File: src/rtl/sram_arb_pkg.sv
// Shared encodings for the SRAM-port arbiter: requester owner tags, access
// sizes and the outstanding-transaction bound.
package sram_arb_pkg;

    typedef logic owner_t;

    localparam owner_t OWNER_INST = 1'b0;
    localparam owner_t OWNER_DATA = 1'b1;

    localparam logic [1:0] SIZE_BYTE = 2'd0;
    localparam logic [1:0] SIZE_HALF = 2'd1;
    localparam logic [1:0] SIZE_WORD = 2'd2;

    localparam int MAX_OUTSTANDING_LIMIT = 4;
    localparam int CNT_W = $clog2(MAX_OUTSTANDING_LIMIT + 1);

endpackage

File: src/rtl/sram_mem_arbiter_owner_fifo.sv
// One-bit-wide owner FIFO: remembers which requester issued each accepted
// memory transaction so in-order responses can be routed back.
module owner_fifo
    import sram_arb_pkg::*;
#(
    parameter int DEPTH = 2
) (
    input  logic clk,
    input  logic resetn,
    input  logic push_i,
    input  logic din_i,
    input  logic pop_i,
    output logic full_o,
    output logic empty_o,
    output logic head_o
);

    localparam int PTR_W = (DEPTH > 1) ? $clog2(DEPTH) : 1;

    logic [DEPTH-1:0] mem_q;
    logic [PTR_W-1:0] wr_ptr_q, wr_ptr_d;
    logic [PTR_W-1:0] rd_ptr_q, rd_ptr_d;
    logic [CNT_W-1:0] cnt_q, cnt_d;
    logic             do_push, do_pop;

    function automatic logic [PTR_W-1:0] ptr_inc(input logic [PTR_W-1:0] p);
        if (p == PTR_W'(DEPTH - 1)) return '0;
        return p + PTR_W'(1);
    endfunction

    assign full_o  = (cnt_q == CNT_W'(DEPTH));
    assign empty_o = (cnt_q == '0);
    assign head_o  = mem_q[rd_ptr_q];

    // A pop frees the head slot, so a push is still allowed at full.
    assign do_pop  = pop_i & ~empty_o;
    assign do_push = push_i & (~full_o | do_pop);

    always_comb begin
        wr_ptr_d = do_push ? ptr_inc(wr_ptr_q) : wr_ptr_q;
        rd_ptr_d = do_pop  ? ptr_inc(rd_ptr_q) : rd_ptr_q;
        cnt_d    = cnt_q;
        if (do_push && !do_pop) cnt_d = cnt_q + CNT_W'(1);
        if (do_pop && !do_push) cnt_d = cnt_q - CNT_W'(1);
    end

    always_ff @(posedge clk or negedge resetn) begin
        if (!resetn) begin
            mem_q    <= '0;
            wr_ptr_q <= '0;
            rd_ptr_q <= '0;
            cnt_q    <= '0;
        end else begin
            if (do_push) mem_q[wr_ptr_q] <= din_i;
            wr_ptr_q <= wr_ptr_d;
            rd_ptr_q <= rd_ptr_d;
            cnt_q    <= cnt_d;
        end
    end

endmodule

File: src/rtl/sram_mem_arbiter.sv
// Arbitrates the fetch and load/store requesters onto one SRAM-like port and
// routes in-order responses back. Define ARB_RR_EN for round-robin arbitration.
module sram_mem_arbiter
    import sram_arb_pkg::*;
#(
    parameter int MAX_OUTSTANDING = 2
) (
    input  logic        clk,
    input  logic        resetn,
    input  logic        inst_req,
    input  logic [31:0] inst_addr,
    input  logic [1:0]  inst_size,
    output logic        inst_addr_ok,
    output logic        inst_data_ok,
    output logic [31:0] inst_rdata,
    input  logic        data_req,
    input  logic        data_wr,
    input  logic [1:0]  data_size,
    input  logic [3:0]  data_wstrb,
    input  logic [31:0] data_addr,
    input  logic [31:0] data_wdata,
    output logic        data_addr_ok,
    output logic        data_data_ok,
    output logic [31:0] data_rdata,
    output logic        mem_req,
    output logic        mem_wr,
    output logic [1:0]  mem_size,
    output logic [3:0]  mem_wstrb,
    output logic [31:0] mem_addr,
    output logic [31:0] mem_wdata,
    input  logic        mem_addr_ok,
    input  logic        mem_data_ok,
    input  logic [31:0] mem_rdata
);

    logic   fifo_full, fifo_empty, fifo_head;
    logic   lock_q, lock_d;
    owner_t lock_owner_q, lock_owner_d;
    owner_t arb_owner, grant;
    logic   accept, resp_valid;

`ifdef ARB_RR_EN
    owner_t last_q, last_d;

    // On a conflict the requester that lost the previous acceptance goes first.
    always_comb begin
        if (inst_req && data_req) arb_owner = ~last_q;
        else                      arb_owner = data_req ? OWNER_DATA : OWNER_INST;
        last_d = accept ? grant : last_q;
    end

    always_ff @(posedge clk or negedge resetn) begin
        if (!resetn) last_q <= OWNER_INST;
        else         last_q <= last_d;
    end
`else
    assign arb_owner = data_req ? OWNER_DATA : OWNER_INST;
`endif

    assign grant   = lock_q ? lock_owner_q : arb_owner;
    assign mem_req = resetn & (inst_req | data_req) & ~fifo_full;
    assign accept  = mem_req & mem_addr_ok;

    // A presented-but-unaccepted request keeps its grant until accepted.
    assign lock_d       = mem_req & ~mem_addr_ok;
    assign lock_owner_d = grant;

    always_ff @(posedge clk or negedge resetn) begin
        if (!resetn) begin
            lock_q       <= 1'b0;
            lock_owner_q <= OWNER_INST;
        end else begin
            lock_q       <= lock_d;
            lock_owner_q <= lock_owner_d;
        end
    end

    always_comb begin
        mem_wr    = 1'b0;
        mem_size  = '0;
        mem_wstrb = '0;
        mem_addr  = '0;
        mem_wdata = '0;
        if (mem_req) begin
            if (grant == OWNER_DATA) begin
                mem_wr    = data_wr;
                mem_size  = data_size;
                mem_wstrb = data_wstrb;
                mem_addr  = data_addr;
                mem_wdata = data_wdata;
            end else begin
                mem_size  = inst_size;
                mem_addr  = inst_addr;
            end
        end
    end

    assign inst_addr_ok = accept & (grant == OWNER_INST);
    assign data_addr_ok = accept & (grant == OWNER_DATA);

    // A response with nothing outstanding is dropped without popping.
    assign resp_valid   = mem_data_ok & ~fifo_empty;
    assign inst_data_ok = resp_valid & (fifo_head == OWNER_INST);
    assign data_data_ok = resp_valid & (fifo_head == OWNER_DATA);
    assign inst_rdata   = inst_data_ok ? mem_rdata : '0;
    assign data_rdata   = data_data_ok ? mem_rdata : '0;

    owner_fifo #(
        .DEPTH (MAX_OUTSTANDING)
    ) u_owner_fifo (
        .clk     (clk),
        .resetn  (resetn),
        .push_i  (accept),
        .din_i   (grant),
        .pop_i   (resp_valid),
        .full_o  (fifo_full),
        .empty_o (fifo_empty),
        .head_o  (fifo_head)
    );

    a_no_orphan_response: assert property (
        @(posedge clk) disable iff (!resetn) mem_data_ok |-> !fifo_empty
    );

endmodule

File: config.mk
export PLATFORM = sky130hd
export DESIGN_NAME = sram_mem_arbiter
export DESIGN_NICKNAME = d
export VERILOG_FILES = /design/src/rtl/sram_arb_pkg.sv /design/src/rtl/sram_mem_arbiter_owner_fifo.sv /design/src/rtl/sram_mem_arbiter.sv
export SDC_FILE = /design/constraint.sdc
export NUM_CORES = 1
export LEC_CHECK = 0
export BUFFER_PORTS_ARGS = -buffer_cell sky130_fd_sc_hd__buf_4
export CAP_MARGIN = 20
export CORE_AREA = 2 2 111 113
export DETAILED_ROUTE_END_ITERATION = 8
export DIE_AREA = 0 0 113 115
export PLACE_DENSITY_LB_ADDON = 0.15
export SLEW_MARGIN = 5
export SYNTH_ARGS = -nofsm -noshare
export SYNTH_HDL_FRONTEND = slang
export SYNTH_SLANG_ARGS = --single-unit
export TNS_END_PERCENT = 30
File: constraint.sdc
create_clock -name clk -period 2.1 [get_ports clk]
set_input_delay 0 -clock clk [delete_from_list [all_inputs] [get_ports clk]]
set_output_delay 0 -clock clk [all_outputs]
set_load 0.005 [all_outputs]
# Word-level counts from Yosys, hierarchy flattened
# Index checks and enable logic that the tools add are counted.
[op_classes] addsub=4 eq_ne=1 n_lt_le_gt_ge=3 muxes=27 reduce_logical=7 n_bitwise=18
[op_table] cell="$mux W32" count=6
[op_table] cell="$mux W1" count=13
[op_table] cell="$and A1 B1 Y1" count=11
[op_table] cell="$mux W4" count=2
[op_table] cell="$mux W3" count=2
[op_table] cell="$not A1 Y1" count=5
[op_table] cell="$lt A1 B2 Y1 const B" count=2
[op_table] cell="$mux W2" count=2
[op_table] cell="$add A3 B1 Y3 const B" count=1
[op_table] cell="$eq A3 B2 Y1 const B" count=1
[op_table] cell="$logic_and A1 B1 Y1" count=3
[op_table] cell="$logic_not A3 Y1" count=1
[op_table] cell="$sub A3 B1 Y3 const B" count=1
[op_table] cell="$add A1 B1 Y1 const B" count=2
[op_table] cell="$bwmux W2" count=1
[op_table] cell="$logic_not A1 Y1" count=2
[op_table] cell="$or A1 B1 Y1" count=2
[op_table] cell="$reduce_bool A2 Y1" count=1
[op_table] cell="$demux W1 S1" count=1
[op_table] cell="$ge A1 B1 Y1 const B" count=1
[totals] out_inout_bits=140 wordCells=66 ff_bits=9

# Longest topological paths before layout
# Gate-level depths: netlist of the first run.
[logic_depth] depth_word=9 ltp_mapped=9 mapped_depth_nobuf=9

# Hierarchy
# A second synthesis of the first run with hierarchy kept.
[hier_totals] cells_unflattened=292 hier_area_um2=1908.1
[modules_own_cells] mod="sram_mem_arbiter" instances=1 area_per_inst_um2=1423.9 seq_area_each_um2=50.0 cells_per_inst=244
[modules_own_cells] mod="owner_fifo" instances=1 area_per_inst_um2=484.2 seq_area_each_um2=175.2 cells_per_inst=48

# Worst setup path after synthesis of the first run
# OpenSTA, ideal clock, no wires.
[synth_path] path_kind="flip-flop to flip-flop" from="reg u_owner_fifo.cnt_q[0]" to="reg u_owner_fifo.cnt_q[2]" t_required_ns=2.021 synth_period_minus_slack_ns=1.927 stages_incl_launch_ff=10 setup_ns=0.079 t_arrival_ns=1.848 setup_slack_ns=0.173 path_buffers=0 path_cell_list="dfrtp_1 nor3b_4 nor2_1 inv_1 ha_1 inv_1 fa_1 xor2_1 nor2_1 xor2_1"
[synth_between] elab_chain_len=9 word_cells_on_any_way=19 classes_between="add/sub (2); eq/ne (1); mux (2); bitwise (8); reduce/logical (6)"
[synth_rtl] element="start: declaration" line_no="sram_mem_arbiter_owner_fifo.sv:23" rtl="logic [CNT_W-1:0] cnt_q, cnt_d;"
[synth_rtl] element="start signal: assignment" line_no="sram_mem_arbiter_owner_fifo.sv:57" rtl="cnt_q <= cnt_d;"
[synth_rtl] element="$logic_not A3 Y1" line_no="sram_mem_arbiter_owner_fifo.sv:32" rtl="assign empty_o = (cnt_q == '0);"
[synth_rtl] element="$not A1 Y1" line_no="sram_mem_arbiter_owner_fifo.sv:36, sram_mem_arbiter.sv:102"
[synth_rtl] element="$and A1 B1 Y1" line_no="sram_mem_arbiter.sv:102" rtl="assign resp_valid = mem_data_ok & ~fifo_empty;"
[synth_rtl] element="$and A1 B1 Y1" line_no="sram_mem_arbiter_owner_fifo.sv:36" rtl="assign do_pop = pop_i & ~empty_o;"
[synth_rtl] element="$or A1 B1 Y1" line_no="sram_mem_arbiter_owner_fifo.sv:37" rtl="assign do_push = push_i & (~full_o | do_pop);"
[synth_rtl] element="$and A1 B1 Y1" line_no="sram_mem_arbiter_owner_fifo.sv:37"
[synth_rtl] element="$logic_not A1 Y1" line_no="sram_mem_arbiter_owner_fifo.sv:44" rtl="if (do_pop && !do_push) cnt_d = cnt_q - CNT_W'(1);"
[synth_rtl] element="$logic_and A1 B1 Y1" line_no="sram_mem_arbiter_owner_fifo.sv:44"
[synth_rtl] element="$mux W3 / $reduce_bool A2 Y1 (equally long branches)"
# Parallel ways exist; a longest one is shown, timed or not. The select of a mux whose other input is x is not followed.
# A chain may end at the register's enable or synchronous reset.

# Final worst setup path of the first run
[layout_path] from="in resetn" to="reg u_owner_fifo.cnt_q[2]"
[layout_between] elab_chain_len=7 word_cells_on_any_way=9 classes_between="mux (1); bitwise (4); reduce/logical (4)"
[layout_rtl] element="start: declaration" line_no="sram_mem_arbiter.sv:9" rtl="input logic resetn,"
[layout_rtl] element="$and A1 B1 Y1 (*) (2 in a row)" line_no="sram_mem_arbiter.sv:61" rtl="assign mem_req = resetn & (inst_req | data_req) & ~fifo_full;"
[layout_rtl] element="$and A1 B1 Y1 (*)" line_no="sram_mem_arbiter.sv:62" rtl="assign accept = mem_req & mem_addr_ok;"
[layout_rtl] element="$and A1 B1 Y1 (*)" line_no="sram_mem_arbiter_owner_fifo.sv:37"
[layout_rtl] element="$logic_not A1 Y1" line_no="sram_mem_arbiter_owner_fifo.sv:44"
[layout_rtl] element="$logic_and A1 B1 Y1" line_no="sram_mem_arbiter_owner_fifo.sv:44"
[layout_rtl] element="$mux W3 / $reduce_bool A2 Y1 (equally long branches)"
# Mark *: on every way between the ends. The rest lies on a longest branch, timed or not.

==> out/metrics.yaml, run 1 <==
status: "finished with violations"
violations: "DRC"
synth_area_um2: 1900
synthSimpleGateAreaFrac: 0.518
internal_power_mw: 1.67
p_clk_frac: 0.124
cp-start-kind: "input pin"
die_x_um: 113
grt_max_degree: 39
firstDrtPassIters: 6
cp-end-kind: "flop"
numCtsBuffers: 3
p_sw_mw: 0.999
required_ns: 2.25
maxCapViolations: 0
diodes: 0
final-setup-viol-count: 0
antenna_found_initial: 0
cp.arrival_ns: 2.10
power_mw: 2.67
vias: 2732
dpl.hpwl_um: 7180
combPwrFrac: 0.756
hold_violations: 0
synth_fa_ha_area_frac: 0.0171
synth_compound_area_frac: 0.163
fin_ws_ns: 0.155
tns_ns: 0
worstSetupPathType: "in -> reg"
yosys_warnings: 0
ant_nets: 0
fin_crit_sh: 0.926
peakVddDrop_uv: 282
worstSkewPairLatency_ns: 0.23
slew_viol_final: 0
cts_tree: "yes"
routabilityCongestion: 0.855
p_leak_nw: 2.25
yosysSeqAreaShare: 0.118
htree_levels: 1
coreArea_um2: 11800
power_density_nw_per_um2: 638
start_util: 0.161
io_buffers: 282
routed_wirelength_um: 8450
dpl-instance-area_um2: 4060
die-area_um2: 13000
rsz0062_at_grt: "false"
grt_pass1_wl_um: 12300
switching_share: 0.374
rows: 40
drive_gt1_frac: 0.616
gr-total-overflow: 0
place_ws_ns: 0.0631
grtUsageTotal: 0.116
pwr-share-seq: 0.120
clock_skew_ns: 0.00319
max-clock-path-buffers: 2
drtIter0Drc: 108
synth.distinct_cells: 30
ios: 283
finalNetCount: 690
avgRoutedWirePerCell_um: 12.2
die_y_um: 115
drt-vias-per-instance: 3.95
crit_fanout: 11
fmax_mhz: 514
drc: 18
synth_xor_area_frac: 0.0230
synth_top_family_by_area: "simple AND/OR/NAND/NOR gates"
tightestPinTransition_ns: 0.567
ctsRootBufferMaster: "clkbuf_16"
ys_ff_latch: 9
relSlewSlack: 0.622
cts.clk_slew.worst_paths_ns: 0.04
fin_area_um2: 4180
synthMuxAreaShare: 0.0342
syn_to_final_growth_pct: 120
cts_sinks: 9
min_path_type: "in -> reg"
syn_inst: 267
final.min_clock_period_ns: 1.95
syn_nets: 412
grt_pass1_vias: 2493
syn_avg_cell_area_um2: 7.12
-- layer usage --
metal / global-route usage / wire (um)
met2: 0.211 / 4240
met4: 0.0171 / 0
met5: 0 / 0
met3: 0.0380 / 992
met1: 0.135 / 3220
-- through the flow --
stage                util  instances  hold WS, ns
finish              0.354        691       0.0891
global route        0.354        691        0.106
CTS                 0.352        689       0.0888
detailed placement  0.344        683       -0.159
global placement    0.344        683       -0.164
floorplan               -        267       -0.296
-- sequential cells by signal (all words and copies together), names as in the netlist --
register / cells
u_owner_fifo.cnt_q: 3
u_owner_fifo.mem_q: 2
u_owner_fifo.wr_ptr_q: 1
lock_q: 1
lock_owner_q: 1
u_owner_fifo.rd_ptr_q: 1
-- power by group through the flow --
stage	Combinational [mW]	Clock (mW)	Sequential, mW
after global placement	2.02	0	0.315
final	2.02	0.331	0.319
after detailed placement	2.04	0	0.322
after floorplan	1.08	0	0.327
after CTS	2.05	0.337	0.320
after global routing	2.23	0.348	0.329
-- cell usage in the layout (no fill, tap or decap), types with 3 or more instances in the layout --
cell,count
buf_4,290
inv_1,5
xor2_1,3
dfrtp_1,9
nand2_1,68
a21oi_2,28
clkbuf_16,3
a21oi_1,6
and2_1,102
-- Yosys cell counts (all sizes together) --
master,instances,area [um^2]
nand2,68,255
nor3,3,20.0
nor2,4,25.0
a21oi,34,275
mux2,2,22.5
xor2,3,26.3
ha,1,12.5
clkbuf,3,11.3
inv,7,26.3
o31ai,1,21.3
nor3b,2,26.3
buf,18,204
mux2i,3,42.5
nor2b,1,13.8
o211ai,1,7.51
xnor2,2,17.5
dfrtp,9,225
or2,1,6.26
fa,1,20.0
o21ai,1,5.00
and2,102,638
-- what timing repair did --
item                                   in CTS  in global routing
hold buffers                                2                  0
gates resized for setup                     0                  1
buffers inserted                            0                  2
setup endpoints to repair                   0                  1
endpoints found under the hold margin      10                  0
-- final timing paths --
check | from | endpoint | slack (ns) | cells after the start
max | resetn | u_owner_fifo.cnt_q[2] | 0.15 | 11
min | data_req | lock_owner_q | 0.09 | 3
max reg2reg | u_owner_fifo.cnt_q[0] | u_owner_fifo.cnt_q[2] | 0.18 | 9
min reg2reg | u_owner_fifo.rd_ptr_q | u_owner_fifo.rd_ptr_q | 0.49 | 1
max in group asynchronous | resetn | lock_owner_q | 1.79 | 2
min in group asynchronous | resetn | u_owner_fifo.mem_q[0] | 0.18 | 2
-- cell families (layout without fill, tap and decap cells) --
| logic type | Yosys count | in the layout |
|---|---|---|
| adder cells (fa/ha/maj) | 2 | 2 |
| multiplexers | 5 | 5 |
| flip-flops | 9 | 9 |
| AND/OR/NAND/NOR | 181 | 181 |
| AO/OA/AOI/OAI | 37 | 37 |
| XOR/XNOR | 5 | 5 |
| buffers and inverters | 28 | 305 |
-- worst max-delay path: stages --
cell	delay [ns]
dlygate4sd3_1	0.57
buf_6	0.17
o211ai_1	0.16
nor2_1	0.11
inv_1	0.07
ha_1	0.17
inv_1	0.06
fa_1	0.37
xor2_1	0.15
nor2_1	0.11
xor2_1	0.16
-- cell type report --
cell class / instances / area, um^2
Multi-Input combinational cell: 230 / 1440
Timing Repair Buffer: 294 / 2230
Tap cell: 147 / 184
Fill cell: 1247 / 7630
Sequential cell: 9 / 225
Inverter: 7 / 26.3
Clock buffer: 4 / 78.8
Power figures use the tool's default switching activity.
==> run 2: changes to the inputs <==
--- a/config.mk
+++ b/config.mk
@@ -14,5 +14,6 @@
 export SLEW_MARGIN = 5
 export SYNTH_ARGS = -nofsm -noshare
 export SYNTH_HDL_FRONTEND = slang
+export SYNTH_HIERARCHICAL = 1
 export SYNTH_SLANG_ARGS = --single-unit
 export TNS_END_PERCENT = 30
==> run 2 against run 1 <==
  * The flow still finishes with violations (DRC)
  * Worst hold slack improved by 0.045 ns
  * Register-to-register slack got worse by 0.17 ns
  * Sequential power decreased by 3%
  * Clock power increased by 3%
  * Utilization increased by 3.8 points
  * Flip-flop and latch count unchanged
  * Die area unchanged
  * Clock skew about the same
  * Global-route usage increased by 2.7 points
  * Via count increased by 14%
  * Sequential share of layout area decreased by 0.53 points
  * Highest routed layer is now met4
  * Count of clock-buffer cells in the layout unchanged
==> out/metrics.yaml, run 2 <==
dpl.hpwl_um: 8320
crit_fanout: 6
synth_top_cells_by_area: "and2_1 23%, nand2_1 14%, dfrtp_1 12%"
pwr-share-seq: 0.089
fin_crit_sh: 0.993
die-area_um2: 13000
status: "finished with violations"
rsz0062_at_grt: "true"
syn_nets: 436
fin_cells: 729
drtIter0Drc: 200
cp-start-kind: "flop"
clock_skew_ns: 0.00355
cp.arrival_ns: 2.20
synth_edf_count: 0
die_x_um: 113
numCtsBuffers: 3
yosysTopAreaCell: "and2_1"
p_clk_frac: 0.098
drive_gt1_frac: 0.641
grt_pass1_vias: 2937
ys_async_sr_fraction: 1.00
final.min_clock_period_ns: 2.09
worstSetupPathType: "reg -> reg"
cts_sinks: 9
synth.distinct_cells: 41
ctsRootBufferMaster: "clkbuf_16"
tightestPinTransition_ns: 0.528
final_cell_mix: "299 x buf_4, 71 x nand2_1, 55 x and2_1"
drc: 20
synth.top_cell.area_share: 0.230
firstDrtPassIters: 6
syn_inst: 292
slowest_delay_ns: 0.53
cts.clk_slew.worst_paths_ns: 0.04
antenna_found_initial: 0
cts_tree: "yes"
relSlewSlack: 0.648
synth_common_cells: "72 x nand2_1, 70 x and2_1, 32 x and3_1"
drt-vias-per-instance: 4.26
place_ws_ns: -0.0727
regMostFlops: "u_owner_fifo/cnt_q"
routed_wirelength_um: 11100
yosysSeqAreaShare: 0.118
worstSkewPairLatency_ns: 0.24
rows: 40
syn_to_final_growth_pct: 143
coreArea_um2: 11800
p_leak_nw: 2.56
cp_slowest_cell: "or4b_4"
largest_reg_flops: 3
ant_nets: 0
ys_ff_latch: 9
synth_flop_cell: "dfrtp_1"
wl_met1_um: 3900
start_util: 0.162
met3_length_um: 1150
gr-total-overflow: 0
hold_slack_ns: 0.134
grtUsageTotal: 0.143
htree_levels: 1
min_path_type: "in -> async"
crit_family: "simple AND/OR/NAND/NOR gates"
layout_commonest_cell: "buf_4"
required_ns: 2.22
top_layer: "met4"
fmax_mhz: 480
p_sw_mw: 1.32
slew_viol_final: 0
tns_ns: 0
peakVddDrop_uv: 535
internal_power_mw: 2.15
crit_chain: "or3_4 > inv_2 > and2b_4 > or4b_4 > nand3b_4 > mux2_4"
power_density_nw_per_um2: 749
maxCapViolations: 0
dp.cells: 710
fin_ws_ns: 0.0150
diodes: 0
crit_start: "u_owner_fifo/cnt_q[0]"
power_mw: 3.47
die_y_um: 115
yosys_warnings: 6
grt_max_degree: 39
path_buf_inv: 1
syn_avg_cell_area_um2: 6.53
final-setup-viol-count: 0
violations: "DRC"
timing.rr.start: "u_owner_fifo/cnt_q[0]"
cp-end-kind: "flop"
synthMostInstantiatedCell: "nand2_1"
combPwrFrac: 0.812
grt_pass1_wl_um: 15100
vias: 3103
routabilityCongestion: 0.812
io_buffers: 282
wl_met2_um: 5920
switching_share: 0.380
max-clock-path-buffers: 2
finalNetCount: 727
ios: 283
reg_top3: "u_owner_fifo/cnt_q (3), u_owner_fifo/mem_q (2)"
synth_area_um2: 1910
avgRoutedWirePerCell_um: 15.2
hold_violations: 0
-- run 2: cell types whose count changed in the layout (fill, tap and decap cells not counted), sizes merged, moves of 4 or more --
| cell | previous run | this run |
|---|---|---|
| and3 | 0 | 32 |
| and2 | 102 | 70 |
| buf | 292 | 305 |
| nand2 | 68 | 72 |
| clkbuf | 4 | 8 |
| o21ai | 1 | 5 |
-- run 2: path summary, 6_finish.rpt --
check                                   endpoint  slack (ns)  depth (start not counted)
min in group clk                   mem_wdata[10]        0.28                          3
min reg2reg                u_owner_fifo/rd_ptr_q        0.48                          1
min                        u_owner_fifo/cnt_q[2]        0.13                          2
max                        u_owner_fifo/mem_q[0]        0.01                          6
max in group asynchronous                 lock_q        1.81                          2
max reg2reg                u_owner_fifo/mem_q[0]        0.01                          6
-- run 2: area by class of cell --
cell class / count / area (um^2)
clock buffer: 4 / 78.8
fill: 1257 / 7180
inverter: 6 / 25.0
multi-input combinational: 251 / 1640
sequential: 9 / 225
tap: 147 / 184
timing repair buffer: 312 / 2480
-- run 2: metal layers --
layer	global-route usage	vias up
li1	-	1531
met1	0.161	1391
met2	0.273	177
met3	0.0343	4
met4	0.0309	0
met5	0	-
-- run 2: cell families (layout without fill, tap and decap cells) --
family | Yosys count | count (layout) | share of synthesized area
compound gates | 45 | 45 | 0.165
xor+xnor | 3 | 3 | 0.0138
fa+ha+maj | 1 | 1 | 0.0105
buf+inv | 32 | 322 | 0.0885
flops | 9 | 9 | 0.118
mux | 6 | 6 | 0.0400
simple gates | 196 | 196 | 0.564
-- run 2: repair_timing --
action,4_1_cts,5_1_grt
hold buffers,2,0
cloned,1,4
gates resized for setup,10,32
buffers inserted,1,7
pin swaps,2,18
endpoints found under the hold margin,10,0
setup endpoints to repair,35,52
-- run 2: through the flow --
stage / util / instance area (um^2)
2_1_floorplan: - / 1950
3_3_place_gp: 0.357 / 4210
3_5_place_dp: 0.357 / 4210
4_1_cts: 0.371 / 4380
5_1_grt: 0.392 / 4630
6_report: 0.392 / 4630
-- run 2: power groups by stage --
stage	combinational [mW]	sequential [mW]	clock, mW
6_report	2.82	0.310	0.341
5_1_grt	3.05	0.321	0.359
4_1_cts	2.42	0.310	0.354
3_5_place_dp	2.30	0.310	0
3_3_place_gp	2.30	0.306	0
2_1_floorplan	1.14	0.296	0
-- run 2: worst register-to-register path, stage by stage (launching register included) --
cell and delay (ns):
dfrtp_1 0.39, or3_4 0.41, inv_2 0.05, and2b_4 0.20, or4b_4 0.53, nand3b_4 0.10
mux2_4 0.29
